## src/rtl/pipe_pkg.sv

```systemverilog
// Shared types for the ID/EX pipeline stage: decoded control bundle,
// skid-buffer state encoding and the all-zero control word.
package pipe_pkg;

  localparam int unsigned A3_W = 4;

  typedef struct packed {
    logic            RF_WE;
    logic [A3_W-1:0] A3;
    logic [1:0]      BranchSelect;
    logic            ALUOpBSelect;
    logic [1:0]      ALUControl;
    logic            SetFlags;
    logic            MemWE;
    logic            WBSelect;
  } id_ex_ctrl_t;

  typedef enum logic [1:0] {
    EMPTY = 2'd0,
    ONE   = 2'd1,
    FULL  = 2'd2
  } pipe_state_t;

  localparam id_ex_ctrl_t CTRL_NOP = '0;

  // Side-effecting strobes must never fire on a bubble.
  function automatic id_ex_ctrl_t gate_strobes(input id_ex_ctrl_t c, input logic v);
    id_ex_ctrl_t g;
    g = c;
    if (!v) begin
      g.RF_WE        = 1'b0;
      g.MemWE        = 1'b0;
      g.SetFlags     = 1'b0;
      g.BranchSelect = '0;
    end
    return g;
  endfunction

endpackage

```

## src/rtl/pipe_skid_buf.sv

```systemverilog
// Generic two-entry valid/ready skid buffer with synchronous flush.
// Ready is decoded from the state register only, so it is fully registered.
import pipe_pkg::*;

module pipe_skid_buf #(
  parameter int unsigned W = 8
) (
  input  logic         i_clk,
  input  logic         i_rst,
  input  logic         i_flush,
  input  logic         i_valid,
  output logic         o_ready,
  input  logic [W-1:0] i_data,
  output logic         o_valid,
  input  logic         i_ready,
  output logic [W-1:0] o_data
);

  pipe_state_t  r_state;
  pipe_state_t  w_state_nxt;
  logic [W-1:0] r_main;
  logic [W-1:0] r_skid;
  logic         w_accept;
  logic         w_pop;
  logic         w_load_main_in;
  logic         w_load_main_skid;
  logic         w_load_skid;

  assign o_ready  = (r_state != FULL);
  assign o_valid  = (r_state != EMPTY);
  assign o_data   = r_main;
  assign w_accept = i_valid && o_ready && !i_flush;
  assign w_pop    = o_valid && i_ready;

  always_comb begin
    w_state_nxt      = r_state;
    w_load_main_in   = 1'b0;
    w_load_main_skid = 1'b0;
    w_load_skid      = 1'b0;
    if (i_flush) begin
      w_state_nxt = EMPTY;
    end else begin
      case (r_state)
        EMPTY: begin
          if (w_accept) begin
            w_load_main_in = 1'b1;
            w_state_nxt    = ONE;
          end
        end
        ONE: begin
          if (w_accept && w_pop) begin
            w_load_main_in = 1'b1;
          end else if (w_accept) begin
            w_load_skid = 1'b1;
            w_state_nxt = FULL;
          end else if (w_pop) begin
            w_state_nxt = EMPTY;
          end
        end
        FULL: begin
          if (w_pop) begin
            w_load_main_skid = 1'b1;
            w_state_nxt      = ONE;
          end
        end
        default: w_state_nxt = EMPTY;
      endcase
    end
  end

  always_ff @(posedge i_clk or posedge i_rst) begin
    if (i_rst) begin
      r_state <= EMPTY;
    end else begin
      r_state <= w_state_nxt;
    end
  end

  always_ff @(posedge i_clk or posedge i_rst) begin
    if (i_rst) begin
      r_main <= '0;
      r_skid <= '0;
    end else begin
      if (w_load_main_in) begin
        r_main <= i_data;
      end else if (w_load_main_skid) begin
        r_main <= r_skid;
      end
      if (w_load_skid) begin
        r_skid <= i_data;
      end
    end
  end

endmodule

```

## src/rtl/pipe_id_ex_skid.sv

```systemverilog
// ID/EX stage: skid-buffered operands, immediate and control, with strobe
// gating on bubbles and a saturating backpressure (stall) counter.
import pipe_pkg::*;

module pipe_id_ex_skid #(
  parameter int unsigned N     = 32,
  parameter int unsigned LANES = 4,
  parameter int unsigned A3W   = 4,
  parameter int unsigned CNTW  = 16
) (
  input  logic                 CLK,
  input  logic                 RST,
  input  logic                 in_valid,
  output logic                 in_ready,
  input  logic                 flush,
  input  logic [LANES*N-1:0]   RD1_i,
  input  logic [LANES*N-1:0]   RD2_i,
  input  logic [N-1:0]         Extend_i,
  input  id_ex_ctrl_t          Ctrl_i,
  output logic                 out_valid,
  input  logic                 out_ready,
  output logic [LANES*N-1:0]   RD1_o,
  output logic [LANES*N-1:0]   RD2_o,
  output logic [N-1:0]         Extend_o,
  output id_ex_ctrl_t          Ctrl_o,
  output logic [CNTW-1:0]      stall_cnt
);

  localparam int unsigned PW = 2 * LANES * N + N + $bits(id_ex_ctrl_t);

  // The control struct fixes the destination index width to the register file's.
  if (A3W != A3_W) begin : g_a3w_mismatch
    $error("pipe_id_ex_skid: A3W must equal pipe_pkg::A3_W");
  end

  logic [PW-1:0]   w_payload_in;
  logic [PW-1:0]   w_payload_out;
  id_ex_ctrl_t     w_ctrl_q;
  logic [CNTW-1:0] r_stall_cnt;

  assign w_payload_in = {RD1_i, RD2_i, Extend_i, Ctrl_i};

  pipe_skid_buf #(
    .W (PW)
  ) u_skid (
    .i_clk   (CLK),
    .i_rst   (RST),
    .i_flush (flush),
    .i_valid (in_valid),
    .o_ready (in_ready),
    .i_data  (w_payload_in),
    .o_valid (out_valid),
    .i_ready (out_ready),
    .o_data  (w_payload_out)
  );

  assign {RD1_o, RD2_o, Extend_o, w_ctrl_q} = w_payload_out;

  always_comb begin
    Ctrl_o = gate_strobes(w_ctrl_q, out_valid);
  end

  always_ff @(posedge CLK or posedge RST) begin
    if (RST) begin
      r_stall_cnt <= '0;
    end else if (in_valid && !in_ready && (r_stall_cnt != '1)) begin
      r_stall_cnt <= r_stall_cnt + CNTW'(1);
    end
  end

  assign stall_cnt = r_stall_cnt;

endmodule

```

## config.mk

```make
export PLATFORM = sky130hd
export DESIGN_NAME = pipe_id_ex_skid
export DESIGN_NICKNAME = d
export VERILOG_FILES = /design/src/rtl/pipe_pkg.sv /design/src/rtl/pipe_skid_buf.sv /design/src/rtl/pipe_id_ex_skid.sv
export SDC_FILE = /design/constraint.sdc
export NUM_CORES = 1
export LEC_CHECK = 0
export ABC_AREA = 1
export CAP_MARGIN = 0
export CORE_ASPECT_RATIO = 0.6
export CORE_MARGIN = 3
export CORE_UTILIZATION = 30
export CTS_BUF_LIST = sky130_fd_sc_hd__clkbuf_4 sky130_fd_sc_hd__clkbuf_8
export DETAILED_ROUTE_END_ITERATION = 10
export GPL_TIMING_DRIVEN = 0
export SYNTH_ARGS = -nofsm -noshare
export SYNTH_HDL_FRONTEND = slang
export SYNTH_SLANG_ARGS = --single-unit
```

## constraint.sdc

```tcl
create_clock -name CLK -period 58.8 [get_ports CLK]
set_input_delay 17.64 -clock CLK [delete_from_list [all_inputs] [get_ports CLK]]
set_output_delay 17.64 -clock CLK [all_outputs]
set_load 0.005 [all_outputs]
```

# Yosys cells after proc, flatten, opt, wreduce, memory -nomap -nowiden

Cells that the tools add are included.
Widths: inputs -> output; s select.

Mux-type cells: 22
Equality and inequality tests: 8
Reduce and logical (&&, ||, !) cells: 12
Add/subtract/negate cells: 1

Operator list:

| cell                  | count |
|---|---|
| $mux 301              | 2 |
| $add 16x1->16 const B | 1 |
| $mux 2                | 8 |
| $ne 16x16->1 const B  | 1 |
| $mux 1                | 10 |
| $logic_and 1x1->1     | 6 |
| $ne 3x2->1 const B    | 2 |
| $pmux 2 s3            | 1 |
| $ne 4x2->1 const B    | 1 |
| $reduce_and 4->1      | 1 |
| $reduce_bool 2->1     | 2 |
| $ne 3x3->1 const B    | 1 |
| $eq 2x1->1 const B    | 1 |
| $eq 2x2->1 const B    | 1 |
| $logic_not 1->1       | 2 |
| $logic_not 2->1       | 1 |
| $ne 2x2->1 const B    | 1 |
| $pmux 1 s2            | 1 |

Input bits: 306
Output and inout port bits: 319
Register bits: 620

# Logic depth before layout (Yosys ltp)

Word-level depth: 8
Depth in mapped cells: 9

# Cells and area by module

From an unflattened synthesis, not the netlist that was laid out.

Cell total of the unflattened synthesis: 3106
Area, all modules: 26646.8 µm²

Modules (own cells, without submodules):

| module          | cells each | area each (µm²) | times used |
|---|---|---|---|
| pipe_skid_buf   | 2938       | 25537.0         | 1 |
| pipe_id_ex_skid | 168        | 1109.8          | 1 |

# Worst setup path before layout

OpenSTA, ideal clock, no wires.

Path kind: in2reg
Start: in flush
End: reg u_skid.r_main[100] (netlist: u_skid.o_data[100])
Setup slack: 40.053 ns
Path buffers: 3
Stages on the path: 8
Arrival: 18.660 ns
Cells stage by stage: nor2_2 -> nand3_1 -> buf_2 -> inv_1 -> buf_2 -> clkbuf_1 -> nand2_1 -> o211ai_1

Cells in the longest elaborated chain, start to end: 7

RTL lines:

| what                                          | RTL line              | text |
|---|---|---|
| from (decl)                                   | pipe_id_ex_skid.sv:15 | `input logic flush,` |
| $logic_not 1->1                               | pipe_skid_buf.sv:32   | `assign w_accept = i_valid && o_ready && !i_flush;` |
| $logic_and 1x1->1                             | pipe_skid_buf.sv:32   |  |
| $logic_and 1x1->1                             | pipe_skid_buf.sv:51   | `if (w_accept && w_pop) begin` |
| $mux 1                                        | pipe_skid_buf.sv:51   |  |
| $pmux 1 s2                                    | pipe_skid_buf.sv:43   | `case (r_state)` |
| $mux 1                                        | pipe_skid_buf.sv:40   | `if (i_flush) begin` |
| $mux 301 or $reduce_bool 2->1 (tied branches) | n/a                   |  |
| to (signal assigned)                          | pipe_skid_buf.sv:85   | `r_main <= i_data;` |
| to (signal assigned)                          | pipe_skid_buf.sv:87   | `r_main <= r_skid;` |
| to (decl)                                     | pipe_skid_buf.sv:21   | `logic [W-1:0] r_main;` |

Several ways; a longest one is shown, not always the timed one.
A chain may end at the register's enable or synchronous reset.

==> flow_metrics.tcl <==
set metrics [dict create \
    die-area_um2 97300 \
    run_status "finished clean" \
    start_util_pct 30.4 \
    clk_path_buf_depth 3 \
    drt-total-wl_um 97500 \
    synthToLayoutAreaGrowth_pct 36.2 \
    viasPerCell 4.66 \
    mostFrequentLayoutCell "nand2_1" \
    cts_tree "built" \
    setup_tns_ns 0 \
    cts_resized 0 \
    cp-start-kind "flop" \
    r2r-end "u_skid.o_data[137]$_DFFE_PP0P_" \
    synth_top_area_cell "dfrtp_1" \
    root_buffer "clkbuf_8" \
    io_pins 625 \
    netlist_area_um2 28000 \
    tightest_slew_ns 0.884 \
    most-common-layout-cells "688 x nand2_1, 624 x clkdlybuf4s50_1, 620 x dfrtp_1, 324 x inv_1, 307 x nand3_1" \
    min_path_type "flop to flop" \
    grt_pass1_wl_um 148000 \
    crit_path_max_fanout 8 \
    maxCapViolations 0 \
    die_w_um 401 \
    die_y_um 243 \
    place_area_um2 36000 \
    vias 23900 \
    rr_startpoint "u_skid.r_state[1]$_DFFE_PP0P_" \
    cts.htree.levels 3 \
    powerDensity_nw_per_um2 48.5 \
    rrSetupSlack_ns 56.13 \
    final_antenna_net_count 0 \
    clock-sinks 620 \
    r2r_cells 8 \
    portBuffers 624 \
    hold_depth 2 \
    antenna_found_initial 19 \
    numCtsBuffers 98 \
    nets 4122 \
    max_freq_mhz 50.8 \
    synth-seq-cells 620 \
    ctsHoldBuffers 0 \
    fin_crit_sh_pct 33.5 \
    crit_path_end_kind "output pin" \
    ys_types 22 \
    track_usage_pct 19.7 \
    dp_hpwl_um 71500 \
    synthTopCellsByArea "dfrtp_1 55%, nand2_1 9.2%, buf_4 8.1%" \
    grt_max_degree 116 \
    fin_skew_ns 0.0368 \
    drive_gt1_share_pct 15.5 \
    fin_area_um2 38200 \
    synth_top_area_share_pct 55.3 \
    hold_viol_final 0 \
    synth.avg_cell_area_um2 9.09 \
    drt_iter0_markers 1812 \
    worst_ir_drop_vdd_mv 0.0200 \
    firstDrtPassIters 8 \
    clkLatencyLatePin_ns 0.72 \
    routabilityCongestion 0.832 \
    grt_pass1_vias 23400 \
    hp-start "u_skid.r_skid[288]$_DFFE_PP0P_" \
    synth_fp_nets 3393 \
    required_ns 41.16 \
    grt.overflow.total 0 \
    hold_end "u_skid.r_skid[288]$_DFFE_PP0P_" \
    fin_crit_ns 19.69 \
    finalPower_mw 1.85 \
    yosysWarnings 0 \
    postSynthCellCount 3086 \
    ys_seq_area_share_pct 55.3 \
    path_class "flop to output pin" \
    worst_slew_margin_rel_pct 41.1 \
    core_area_um2 92200 \
    leakagePower_nw 17.1 \
    rsz0062_at_grt "no" \
    wire_per_inst_um 19.0 \
    cts_setup_buffers 0 \
    final_core_util_pct 41.4 \
    setup_viol 0 \
    core.rowCount 86 \
    crit_arrival_ns 2.05 \
    cts.clk_slew.worst_paths_ns 0.06 \
    drc 0 \
    slew_violations 0 \
]
[layer usage]
layer,GRT usage [%],share of wire (%)
met5,0,0.084
met4,6.01,2.7
met3,4.79,6.4
met2,28.4,43
met1,29.1,48
[Yosys cell counts]
cell type	count
nor2_1	23
buf_4	302
dfrtp_1	620
o21ai_1	4
buf_2	117
ha_1	1
nor2_4	1
buf_1	4
o21ai_2	1
clkbuf_1	73
nand3_1	307
nor2_2	1
o221ai_1	5
inv_1	325
o21ai_0	302
xor2_1	1
nand4_1	6
nand2_1	688
nor3_4	1
o21bai_1	1
xnor2_1	7
o211ai_1	296
[worst max-delay path, stage by stage, from the launching register on]
cell and delay [ns]:
dfrtp_1 0.47, nor2_4 0.31, nor2_1 0.11, clkdlybuf4s50_1 0.46
[through the flow]
step                instances  setup slack [ns]  hold WS (ns)
detailed placement       4947             38.45         0.510
CTS                      5123             38.97         0.519
global placement         4942             15.13         0.501
finish                   5134             39.11         0.515
global route             5133             38.94         0.544
floorplan                3086             23.80         0.486
[kinds of logic (layout without fill, tap and decap cells)]
logic type / count (synthesis) / in the layout / share of synthesized area (%)
buffers and inverters: 821 / 1626 / 15.5
adders and majority gates: 1 / 1 / 0.0446
xor gates and xnor gates: 8 / 8 / 0.250
other: 0 / 11 / 0
and+or+nand+nor: 1027 / 1027 / 15.2
DFF: 620 / 620 / 55.3
AOI/OAI and AO/OA: 609 / 609 / 13.6
[state kept, by name (all words and copies together) (netlist names)]
register,count
stall_cnt,16
u_skid.r_skid,301
u_skid.o_data,301
u_skid.r_state,2
[worst max path at each step]
stage	slack [ns]	cells past startpoint	start	to
after CTS	38.97	3	u_skid.r_state[0]$_DFFE_PP0P_	Ctrl_o[6]
after global placement	15.13	2	RST	u_skid.o_data[24]$_DFFE_PP0P_
final	39.11	3	u_skid.r_state[0]$_DFFE_PP0P_	Ctrl_o[6]
after detailed placement	38.45	9	flush	u_skid.o_data[78]$_DFFE_PP0P_
after floorplan	23.80	1	RST	stall_cnt[0]$_DFFE_PP0P_
after global routing	38.94	3	u_skid.r_state[0]$_DFFE_PP0P_	Ctrl_o[7]
[where the power goes]
group	switching, mW	internal (mW)
Sequential	0.0849	0.625
Clock	0.183	0.229
Combinational	0.317	0.413
Total	0.585	1.27
[cell type report]
class	instances	area (um^2)
fillers	9061	54000
flip-flops and latches	620	15500
multi-input cells	1645	8170
repair buffers	629	6380
plain buffers	496	3140
clock buffers	159	2000
well taps	1232	1540
inverters	325	1230
clock inverters	17	193
diodes	11	27.5
No activity file was read; power rests on OpenSTA's default activity.
